==> config.mk <==
export PLATFORM = sky130hd
export DESIGN_NAME = morse_playback_sched
export DESIGN_NICKNAME = d
export VERILOG_FILES = /design/src/rtl/morse_playback_sched.sv
export SDC_FILE = /design/constraint.sdc
export NUM_CORES = 1
export LEC_CHECK = 0
export ABC_AREA = 1
export BUFFER_PORTS_ARGS = -buffer_cell sky130_fd_sc_hd__buf_2
export CORE_ASPECT_RATIO = 0.6
export CORE_MARGIN = 3
export CORE_UTILIZATION = 53
export DETAILED_ROUTE_END_ITERATION = 10
export MAX_ROUTING_LAYER = met4
export PLACE_DENSITY = 0.81
export SETUP_SLACK_MARGIN = 0.5
export SLEW_MARGIN = 15
export SYNTH_ARGS = -nofsm -noshare
export SYNTH_HDL_FRONTEND = slang
export SYNTH_SLANG_ARGS = --single-unit
==> constraint.sdc <==
create_clock -name clk -period 2.4 [get_ports clk]
set_input_delay 0 -clock clk [delete_from_list [all_inputs] [get_ports clk]]
set_output_delay 0 -clock clk [all_outputs]
set_load 0.02 [all_outputs]
==> src/rtl/morse_playback_sched.sv <==
// morse_playback_sched
//   Scans display slots 0..7, selects each playable slot through a one-hot
//   encoder-select bus, captures the Morse symbol the encoder returns and
//   plays it on a single tone/LED line as timed dots, dashes and gaps.
//
// Ports
//   clk          system clock
//   rst          synchronous reset, active-low
//   start        begin playback (honoured only while idle)
//   abort        stop playback, back to idle on the next edge
//   slot_en      per-slot play enable, bit i = slot i
//   seg_out_temp segment codes, slot i = bits [8i+7:8i], 8'hFF = blank
//   sym_bits     Morse elements from the encoder, bit0 first, 1 = dash
//   sym_len      element count from the encoder, 1..5 playable
//   slot_sel     one-hot encoder select, 0 when not selecting
//   tone         1 while a dot or dash is sounding
//   busy         1 whenever not idle
//   cur_slot     index of the slot being scanned
//   done         one-cycle pulse when a scan completes normally
module morse_playback_sched #(
  parameter int UNIT_CYCLES    = 25000000,
  parameter int DASH_UNITS     = 3,
  parameter int CHAR_GAP_UNITS = 3,
  parameter int SETTLE_CYCLES  = 2
) (
  input  logic        clk,
  input  logic        rst,
  input  logic        start,
  input  logic        abort,
  input  logic [7:0]  slot_en,
  input  logic [63:0] seg_out_temp,
  input  logic [4:0]  sym_bits,
  input  logic [2:0]  sym_len,
  output logic [7:0]  slot_sel,
  output logic        tone,
  output logic        busy,
  output logic [2:0]  cur_slot,
  output logic        done
);

  function automatic longint lmax(input longint a, input longint b);
    return (a > b) ? a : b;
  endfunction

  localparam longint DOT_LEN  = longint'(UNIT_CYCLES);
  localparam longint DASH_LEN = longint'(DASH_UNITS) * longint'(UNIT_CYCLES);
  localparam longint CGAP_LEN = longint'(CHAR_GAP_UNITS) * longint'(UNIT_CYCLES);
  localparam longint SET_LEN  = longint'(SETTLE_CYCLES);
  localparam longint MAX_LEN  = lmax(lmax(DOT_LEN, DASH_LEN), lmax(CGAP_LEN, SET_LEN));
  localparam int     CNT_W    = $clog2(MAX_LEN + 1);

  // Counter load values are duration-1: the counter runs down to zero and the
  // state is left on the zero cycle, giving exactly 'duration' cycles.
  localparam logic [CNT_W-1:0] DOT_LD  = CNT_W'(DOT_LEN - 1);
  localparam logic [CNT_W-1:0] DASH_LD = CNT_W'(DASH_LEN - 1);
  localparam logic [CNT_W-1:0] CGAP_LD = CNT_W'(CGAP_LEN - 1);
  localparam logic [CNT_W-1:0] SET_LD  = CNT_W'(SET_LEN - 1);

  typedef enum logic [2:0] {
    S_IDLE, S_CHECK, S_SELECT, S_LATCH, S_MARK, S_GAP, S_CGAP, S_DONE
  } state_t;

  state_t           state, state_n;
  logic [CNT_W-1:0] cnt, cnt_n;
  logic [2:0]       slot_n;
  logic [2:0]       elem_idx, elem_n;
  logic [4:0]       sym_r;
  logic [2:0]       len_r;
  logic             capture;
  logic             advance;
  logic [7:0]       slot_byte;
  logic [7:0]       sym_ext;
  logic [7:0]       sel_n;
  logic             tone_n, busy_n, done_n;

  assign slot_byte = seg_out_temp[{cur_slot, 3'b000} +: 8];
  // Zero-extended so any 3-bit element index stays in range.
  assign sym_ext   = {3'b000, sym_r};

  always_ff @(posedge clk) begin
    if (!rst) begin
      state    <= S_IDLE;
      cnt      <= '0;
      cur_slot <= 3'd0;
      elem_idx <= 3'd0;
      slot_sel <= 8'h00;
      tone     <= 1'b0;
      busy     <= 1'b0;
      done     <= 1'b0;
    end else begin
      state    <= state_n;
      cnt      <= cnt_n;
      cur_slot <= slot_n;
      elem_idx <= elem_n;
      slot_sel <= sel_n;
      tone     <= tone_n;
      busy     <= busy_n;
      done     <= done_n;
    end
  end

  // Symbol capture is pure data; it is only read after a LATCH has loaded it.
  always_ff @(posedge clk) begin
    if (capture) begin
      sym_r <= sym_bits;
      len_r <= sym_len;
    end
  end

  always_comb begin
    state_n = state;
    cnt_n   = (cnt != '0) ? cnt - CNT_W'(1) : cnt;
    slot_n  = cur_slot;
    elem_n  = elem_idx;
    capture = 1'b0;
    advance = 1'b0;

    case (state)
      S_IDLE: begin
        if (start) begin
          state_n = S_CHECK;
          slot_n  = 3'd0;
        end
      end
      S_CHECK: begin
        if (!slot_en[cur_slot] || slot_byte == 8'hFF) begin
          advance = 1'b1;
        end else begin
          state_n = S_SELECT;
          cnt_n   = SET_LD;
        end
      end
      S_SELECT: begin
        if (cnt == '0) state_n = S_LATCH;
      end
      S_LATCH: begin
        capture = 1'b1;
        elem_n  = 3'd0;
        if (sym_len == 3'd0 || sym_len > 3'd5) begin
          advance = 1'b1;
        end else begin
          state_n = S_MARK;
          cnt_n   = sym_bits[0] ? DASH_LD : DOT_LD;
        end
      end
      S_MARK: begin
        if (cnt == '0) begin
          if (elem_idx == len_r - 3'd1) begin
            state_n = S_CGAP;
            cnt_n   = CGAP_LD;
          end else begin
            state_n = S_GAP;
            cnt_n   = DOT_LD;
          end
        end
      end
      S_GAP: begin
        if (cnt == '0) begin
          elem_n  = elem_idx + 3'd1;
          state_n = S_MARK;
          cnt_n   = sym_ext[elem_n] ? DASH_LD : DOT_LD;
        end
      end
      S_CGAP: begin
        if (cnt == '0) advance = 1'b1;
      end
      S_DONE: begin
        state_n = S_IDLE;
      end
      default: begin
        state_n = S_IDLE;
      end
    endcase

    // Skipped slots and finished characters share one advance path.
    if (advance) begin
      if (cur_slot == 3'd7) begin
        state_n = S_DONE;
      end else begin
        state_n = S_CHECK;
        slot_n  = cur_slot + 3'd1;
      end
    end

    if (abort && state != S_IDLE) state_n = S_IDLE;

    // Outputs are registered copies of what the next state implies.
    tone_n = (state_n == S_MARK);
    busy_n = (state_n != S_IDLE);
    done_n = (state_n == S_DONE);
    sel_n  = (state_n == S_SELECT || state_n == S_LATCH) ? (8'h01 << slot_n) : 8'h00;
  end

endmodule

==> run_results.csv <==
group,metric,value,unit
outcome,status,"finished clean",
cells_and_area,finalNetCount,794,
worst_setup_path,crit_path_max_fanout,5,
pwr,ir_drop,664.4,uV
routing,ant_nets,0,
job,max_cap_violations,0,
timing,max_freq,471.2,MHz
cts,cts_buffers,5,
timing,period_needed,2.122,ns
worst_setup_path,path_class,"flip-flop to flip-flop",
timing,setup_tns,0,ns
cts,clk_pin_slew_worst_paths,0.10,ns
hold_path,min_path_type,"input pin to flip-flop",
floorplan,die-area,7796,um^2
cts,cts_tree,"built",
cts,h-tree-depth,2,
worst_setup_path,cp.required,2.63,ns
timing,slew_headroom,57.35,%
yosys,synth-seq-area-share,33.05,%
floorplan,std_cell_rows,22,
global_route,grt_max_degree,18,
yosys,yosys.cell_types.count,45,
yosys,synth_flop_cell,"dfxtp_1",
place,io_buffers,97,
timing,hold_ws,0.05985,ns
yosys,synthCells,549,
yosys,synth_edf_count,8,
place,dp_slack,0.1212,ns
floorplan,die_x,112.0,um
cts,clockRootBuffer,"clkbuf_8",
timing,finClkSkew,0.007895,ns
floorplan,core,6304,um^2
yosys,ys_async_sr_fraction,0,%
cells_and_area,drive_above_1_share,38.49,%
timing,setup_violations,0,
timing,rsz0062_at_grt,"yes",
pwr,leakage,2.565,nW
cts,clockBufferDepth,2,
timing,period_share,88.43,%
floorplan,initial_core_util,56.69,%
cells_and_area,insertedDiodeCount,0,
timing,worst_slack,0.2776,ns
yosys,synth.cell_area,3573,um^2
worst_setup_path,worstSetupStartpointType,"flip-flop",
routing,first_iter_violations,831,
yosys,avgSynthCellArea,6.509,um^2
pwr,power.density,1238,nW/um^2
worst_setup_path,critPathCaptureType,"flip-flop",
floorplan,die_h,69.61,um
place,place.gp.congestion,1.057,
routing,route.detailed.drc,0,
routing,viasPerCell,5.688,
floorplan,ios,98,
cells_and_area,area_growth,40.90,%
cts,clock_latency,0.32,ns
yosys,synth_warnings,0,
routing,drt-pass1-iter-count,7,
routing,routed_wirelength,13240,um
cells_and_area,fin_util,79.87,%
global_route,grt_pass1_vias,3811,
global_route,track_usage,29.16,%
global_route,grt_overflow,0,
cts,cts_sinks,55,
worst_setup_path,critPathArrivalTime,2.35,ns
yosys,ys_seq_elements,55,
global_route,grt_pass1_wl,18040,um
timing,final_hold_viol_count,0,
yosys,syn-num-nets,639,
timing,tightest_slew,0.6358,ns
place,hpwlAfterDp,8668,um
timing,drv_slew,0,
pwr,p_total,0.006233,W
global_route,antenna_found_initial,0,
routing,vias,4482,
routing,wl_per_cell,16.80,um
## cell usage after synthesis (all sizes together), types with 6 or more instances
master	instances	area share (%)
nor3	7	1.6
nand3	35	6.2
inv	81	8.5
nand3b	7	1.5
ha	6	2.1
edfxtp	8	6.7
o21ai	24	3.6
xor2	12	2.9
nor2	106	13
nand2	154	17
a21oi	29	4.4
dfxtp	47	26
## layer usage
| metal | vias up | routed length, um | GRT usage (%) |
|---|---|---|---|
| met4 | 0 | 572 | 7.067 |
| met3 | 99 | 1758 | 8.021 |
| met5 | - | 0 | - |
| met2 | 361 | 5733 | 41.57 |
| met1 | 1983 | 5172 | 41.04 |
| li1 | 2039 | - | - |
## repair_timing
item | CTS | global route
hold buffers | 8 | 0
pin swaps | 18 | 34
hold endpoints to repair | 8 | 0
setup endpoints to repair | 45 | 42
resized for setup | 40 | 73
buffers inserted | 16 | 23
## final timing paths
path	start	end	slack, ns	depth (start not counted)
hold / removal	abort	state[0]	0.06	4
hold reg to reg	cnt[10]	cnt[10]	0.56	2
setup / recovery	cnt[4]	cnt[7]	0.28	12
setup reg to reg	cnt[4]	cnt[7]	0.28	12
## where the power goes
part | total, W | internal [W] | switching [W]
registers | 0.00142 | 0.00118 | 0.000242
logic | 0.00431 | 0.00161 | 0.00270
clock network | 0.000502 | 0.000202 | 0.000300
total | 0.00623 | 0.00299 | 0.00324
## registers in the layout (all words and copies together), names as in the netlist
signal / cells
len_r: 3
tone: 1
elem_idx: 3
cnt: 27
cur_slot: 3
state: 3
done: 1
slot_sel: 8
sym_r: 5
busy: 1
## cell families (layout without fill, tap and decap cells)
logic type      Yosys count  count (layout)  synth area share [%]
buf+inv                  87             242                 9.279
compound gates           62              62                 9.804
flops                    55              55                 33.05
simple gates            324             324                 42.09
fa+ha+maj                 6               6                 2.101
xor+xnor                 15              15                 3.677
## critical path, stage by stage, from the launching register on
cell     delay, ns
dfxtp_1       0.35
nor2_2        0.19
nand2_2       0.11
nor2_4        0.24
nand2_4       0.10
nor2_4        0.14
nand2_4       0.09
inv_4         0.08
nand3_2       0.07
buf_4         0.14
o21ai_0       0.12
a31oi_1       0.16
a21oi_1       0.22
## stage by stage
step	cells	area, um^2
4_1_cts	765	4633
6_report	788	5035
3_3_place_gp	734	4219
2_1_floorplan	549	3588
5_1_grt	788	5035
3_5_place_dp	734	4219
## area by class of cell
| type | count | area (um^2) |
|---|---|---|
| clock buffer | 7 | 76.32 |
| fill | 410 | 1269 |
| inverter | 83 | 316.6 |
| multi-input combinational | 407 | 2400 |
| sequential | 55 | 1204 |
| tap | 84 | 105.1 |
| timing repair buffer | 152 | 933.4 |
## layout by cell type, fill, tap and decap left out, drive strengths merged
master       netlist  routed
nor3               7       7
nand3b             7       7
clkbuf             2       7
inv               81      82
nor3b              3       3
a21boi             1       1
nand2            154     154
buf                2     144
xnor2              3       3
o31ai              2       2
nor2             106     106
or2                2       2
nand3             35      35
xor2              12      12
and3               1       1
o22ai              1       1
a31oi              1       1
or3                1       1
nor4               2       2
edfxtp             8       8
dfxtp             47      47
ha                 6       6
a21oi             29      29
o211ai             2       2
o2111ai            1       1
or4                1       1
dlygate4sd3        0       8
nand4              5       5
a211oi             1       1
o21ai             24      24
clkinv             2       1
(Power assumes the default switching activity.)
